==> config.mk <==
export PLATFORM = sky130hd
export DESIGN_NAME = axis_adder
export DESIGN_NICKNAME = d
export VERILOG_FILES = /design/src/rtl/axis_adder.sv
export SDC_FILE = /design/constraint.sdc
export NUM_CORES = 1
export LEC_CHECK = 0
export CORE_UTILIZATION = 60
export CTS_CLUSTER_SIZE = 10
export DETAILED_ROUTE_END_ITERATION = 10
export DONT_BUFFER_PORTS = 1
export PLACE_DENSITY_LB_ADDON = 0.12
export SLEW_MARGIN = 20
export SYNTH_ARGS = -nofsm -noshare
export SYNTH_HDL_FRONTEND = slang
export SYNTH_SLANG_ARGS = --single-unit
export TNS_END_PERCENT = 10
==> constraint.sdc <==
create_clock -name clk -period 7.62 [get_ports clk]
set_input_delay 1.524 -clock clk [delete_from_list [all_inputs] [get_ports clk]]
set_output_delay 1.524 -clock clk [all_outputs]
set_load 0.05 [all_outputs]
==> src/rtl/axis_adder.sv <==
// AXI4-Stream packet summer: accumulates the beats of each packet and pulses the total.
// Optional AXIS_ADDER_SATURATE_EN: additions clamp at all-ones instead of wrapping.
module axis_adder #(
    parameter int unsigned DATA_WIDTH = 64
) (
    input  logic                  clk,
    input  logic                  rst_n,
    input  logic                  axis_adder_tvalid,
    input  logic                  axis_adder_tlast,
    input  logic [DATA_WIDTH-1:0] axis_adder_tdata,
    output logic                  axis_adder_tready,
    output logic                  response_valid,
    output logic [DATA_WIDTH-1:0] response
);

    typedef enum logic {
        ACCUM = 1'b0,
        RESP  = 1'b1
    } state_t;

    state_t                state;
    logic [DATA_WIDTH-1:0] acc;
    logic [DATA_WIDTH-1:0] sum_c;
    logic                  beat_c;

    assign beat_c = axis_adder_tvalid && axis_adder_tready;

`ifdef AXIS_ADDER_SATURATE_EN
    // Carry out of the widened sum means the true total no longer fits: clamp.
    logic [DATA_WIDTH:0] wide_sum_c;
    assign wide_sum_c = {1'b0, acc} + {1'b0, axis_adder_tdata};
    assign sum_c      = wide_sum_c[DATA_WIDTH] ? '1 : wide_sum_c[DATA_WIDTH-1:0];
`else
    assign sum_c = acc + axis_adder_tdata;
`endif

    // Accumulate in ACCUM; RESP is the single bubble cycle carrying the result pulse.
    always_ff @(posedge clk) begin
        if (!rst_n) begin
            state             <= ACCUM;
            acc               <= '0;
            response          <= '0;
            response_valid    <= 1'b0;
            axis_adder_tready <= 1'b0;
        end else begin
            case (state)
                ACCUM: begin
                    axis_adder_tready <= 1'b1;
                    response_valid    <= 1'b0;
                    if (beat_c) begin
                        if (axis_adder_tlast) begin
                            response          <= sum_c;
                            acc               <= '0;
                            response_valid    <= 1'b1;
                            axis_adder_tready <= 1'b0;
                            state             <= RESP;
                        end else begin
                            acc <= sum_c;
                        end
                    end
                end
                RESP: begin
                    response_valid    <= 1'b0;
                    axis_adder_tready <= 1'b1;
                    state             <= ACCUM;
                end
                default: begin
                    state <= ACCUM;
                end
            endcase
        end
    end

endmodule

# Yosys cells after proc, flatten, opt, wreduce, memory -nomap -nowiden
# Cells that the tools add are included.
[totals]
regBits = 130
inputBits = 68
wordCells = 16
[classes]
n_addsub = 1
n_mux = 7
n_bitwise = 1
n_reduce_logical = 3
[ops]
columns = ["op", "count"]
rows = [
  ["adder 64 bit", 1],
  ["two-way mux 64 bit", 1],
  ["two-way mux 1 bit", 4],
  ["case mux 1 bit (2 select lines)", 2],
  ["AND reduction 3 bit", 1],
  ["AND reduction 2 bit", 1],
  ["logical AND 1 bit", 1],
  ["NOT 1 bit", 1],
]

# Logic depth before layout (Yosys ltp)
[depth]
word_depth = 3
mapped_depth = 12
depth_no_buf = 12

# Worst setup path after synthesis
# OpenSTA, ideal clock, no wires.
[synth_timing]
kind = "input to register"
from = "in axis_adder_tdata[0]"
to = "reg acc[62]"
setup_time_ns = 0.130
arrival_ns = 3.846
path_slack_ns = 3.644
path_stages = 12
n_path_buf = 0
path_cell_list = "ha_1 inv_1 fa_1 nor2b_1 o31ai_1 a211o_1 a21oi_1 o211a_1 o21ai_2 a2111oi_4 o21a_1 o211ai_1"
[synth_between]
elab_chain_len = 2
[synth_rtl]
columns = ["element", "line_no", "text"]
rows = [
  ["start, declared", "10", "input logic [DATA_WIDTH-1:0] axis_adder_tdata,"],
  ["adder 64 bit", "34", "assign sum_c = acc + axis_adder_tdata;"],
  ["two-way mux 64 bit", "51", "if (axis_adder_tlast) begin"],
  ["end signal, assigned", "58", "acc <= sum_c;"],
  ["end, declared", "22", "logic [DATA_WIDTH-1:0] acc;"],
]
# Every way passes these cells.
# A chain may end at the register's enable or synchronous reset.

# Worst setup path after layout
[layout_timing]
from = "in axis_adder_tdata[0]"
to = "reg response[58]"
[layout_between]
elab_chain_len = 1
[layout_rtl]
columns = ["element", "line_no", "text"]
rows = [
  ["adder 64 bit", "34", ""],
  ["end signal, assigned", "52", "response <= sum_c;"],
  ["end, declared", "13", "output logic [DATA_WIDTH-1:0] response"],
]
# Every way passes these cells.

==> flow_metrics.py <==
metrics = {
    "floorplan": {
        "dieHeight_um": 120,
        "die_x_um": 120,
        "row_count": 42,
        "initial_core_util": 0.622,
        "die_area_sq_mm": 0.0144,
        "core_sq_mm": 0.0134,
        "num_io_pins": 134,
    },
    "clock_network": {
        "cts_tree": "yes",
        "clk_latency_ns": 0.43,
        "ctsHoldBuffers": 0,
        "clock-root-buffer": "clkbuf_16",
        "cts.sinks": 130,
        "cts_max_level": 4,
        "cts_buffer_depth": 2,
        "numCtsBuffers": 17,
        "cts_setup_buffers": 0,
        "cts_resized": 0,
        "clkSlewWorstSetupHoldPaths_ns": 0.06,
    },
    "grt": {
        "grt_pass1_wl_mm": 36.4,
        "grt_pass1_vias": 7263,
        "track_usage": 0.318,
        "antenna_found_initial": 0,
        "overflow": 0,
        "grt_max_degree": 56,
    },
    "sta": {
        "slew-limit-headroom": 0.273,
        "worst_pin_slew_ns": 1.09,
        "rsz0062_at_grt": "no",
        "setup_violations": 0,
        "fmax_mhz": 250,
        "period_needed_ns": 4.00,
        "hold_violations": 0,
        "fin_setup_tns_ns": 0,
        "skew_ns": 0.00802,
        "timing.final.crit_share": 0.524,
        "finalMaxSlewViolations": 0,
        "timing.final.ws_setup_ns": 3.62,
    },
    "final_layout": {
        "antenna_cells": 0,
        "area_delta_synth_final_pct": 7.47,
        "fin_nets": 1103,
        "drive_above_1_share": 0.0570,
    },
    "power_and_ir_drop": {
        "p_leak_uw": 0.00374,
        "power.density_mw_per_mm2": 214,
        "ir_drop_uv": 203,
        "power.total_uw": 1920,
    },
    "logic_synthesis": {
        "synth_edf_count": 0,
        "synth_fp_nets": 1143,
        "syn_area_per_cell_sq_um": 8.25,
        "yosysSeqAreaShare": 0.312,
        "synthFlopType": "dfxtp_1",
        "ys_seq_elements": 130,
        "async_reset_ff_frac": 0,
        "ys_warn_count": 0,
        "syn-cell-area_sq_mm": 0.00834,
        "ys_types": 70,
        "synth_cells": 1011,
    },
    "critical_path": {
        "critical_path_required_ns": 7.90,
        "arrival_ns": 4.28,
        "crit_type": "in -> reg",
        "cp-end-kind": "flip-flop",
        "crit_top_cell": "o31ai_1",
        "path_max_fanout": 5,
        "critPathBufInv": 1,
        "slowest_delay_ns": 0.52,
        "crit_path_start_kind": "input pin",
        "critPathTopFamily": "compound AO/OA/AOI/OAI gates",
        "cp_slowest_cell": "a2111oi_4",
        "path_cells": "ha_1, inv_1, fa_1, nor2b_1, o31ai_1, a211o_1, a21oi_1, o211a_1, o21ai_2, a2111oi_4, o21a_1, o31ai_1",
    },
    "routing": {
        "drt_wl_total_mm": 22.4,
        "postRouteAntennaNets": 0,
        "firstDrtPassIters": 5,
        "vias": 7613,
        "routedWlPerCell_um": 19.4,
        "drc": 0,
        "drt_iter0_markers": 599,
        "viasPerCell": 6.57,
    },
    "placed_design": {
        "pre_cts_slack_ns": 3.26,
        "port-buffer-count": 0,
        "gp_congestion": 0.900,
        "dpl.hpwl_mm": 16.0,
    },
    "flow_run": {
        "cap_violations": 0,
    },
    "outcome": {
        "status": "complete, no violations",
    },
    "min_path": {
        "hp-class": "reg -> reg",
    },
}
==> worst reg2reg max path, cell delays in order, from the launching register on <==
cell	delay, ns
dfxtp_1	0.63
nand2_1	0.15
nor2_1	0.30
nand3_1	0.71
inv_2	1.10
and2_1	0.30
a22oi_1	0.07
nand3b_1	0.12
==> final cells by class <==
cell class,instances,area [sq um]
fill,1145,4440
timing repair buffer,4,30.0
sequential,130,2600
clock buffer,22,464
tap,176,220
inverter,30,113
multi-input combinational,788,5400
clock inverter,9,131
==> layer usage <==
metal	vias to the layer above	wire, um	track usage	share of wire
met5	-	0	0	0
met4	0	639	0.120	0.028
met3	46	1570	0.0765	0.070
met2	263	10200	0.519	0.45
met1	3584	10100	0.405	0.45
li1	3720	-	-	-
==> placed cells by master, fill, tap and decap left out, types with 12 or more instances in the layout <==
cell type  count
xnor2_1       28
dfxtp_1      130
a22oi_1       22
a21o_1        26
o31ai_1       15
a22o_1        69
o21bai_1      14
nand4_1       29
xor2_1        19
nor2b_1       30
nand3_1       21
nor3_1        28
a211oi_1      16
a21oi_1       95
o21a_1        12
inv_1         29
nand2_1       83
ha_1          63
clkbuf_16     17
o21ai_0       52
nor2_1        54
==> logic make-up after synthesis <==
group                    Yosys count  synth area share
AO/OA/AOI/OAI                    382             0.320
XOR/XNOR                          47            0.0494
adder cells (fa/ha/maj)           64            0.0969
buffers and inverters             93            0.0425
flip-flops                       130             0.312
multiplexers                       3           0.00390
AND/OR/NAND/NOR                  292             0.175
==> where the power goes <==
part / switching, uW / total, uW / internal [uW]
Sequential: 69.8 / 779 / 710
Combinational: 190 / 304 / 114
Clock: 308 / 837 / 529
==> stage by stage <==
stage          hold WS (ns)  std cells   util  area, sq um
2_1_floorplan         0.429       1011      -         8340
3_3_place_gp          0.442       1128  0.624         8370
3_5_place_dp          0.449       1128  0.624         8370
4_1_cts               0.463       1159  0.669         8960
5_1_grt               0.479       1159  0.669         8960
6_report              0.460       1159  0.669         8960
==> worst paths after layout <==
check	slack (ns)	from	endpoint	cells past startpoint
setup / recovery	3.62	axis_adder_tdata[0]	response[58]	12
hold / removal	0.46	acc[58]	acc[58]	2
setup reg to reg	4.18	axis_adder_tready	response[63]	7
hold reg to reg	0.46	acc[58]	acc[58]	2
==> flip-flops by register name, indices dropped and copies added, names as in the netlist <==
register,cells
response,64
axis_adder_tready,1
state,1
acc,64
==> Yosys cell counts (9+ instances only) <==
cell type / count / area share
o21ai_0: 52 / 0.031
a211oi_1: 16 / 0.014
xnor2_1: 28 / 0.029
o21bai_1: 14 / 0.013
nor2b_1: 30 / 0.023
nand3_1: 21 / 0.013
a21oi_1: 95 / 0.057
nand4_1: 29 / 0.022
a22oi_1: 22 / 0.020
inv_1: 29 / 0.013
dfxtp_1: 130 / 0.31
nor3_1: 28 / 0.017
clkbuf_1: 57 / 0.026
ha_1: 63 / 0.095
o211ai_1: 9 / 0.0081
nor2_1: 55 / 0.025
nand2_1: 83 / 0.037
a22o_1: 69 / 0.072
xor2_1: 19 / 0.020
o31ai_1: 15 / 0.014
o21a_1: 12 / 0.011
a21o_1: 26 / 0.023
and2_1: 9 / 0.0068
Power figures use the tool's default switching activity.
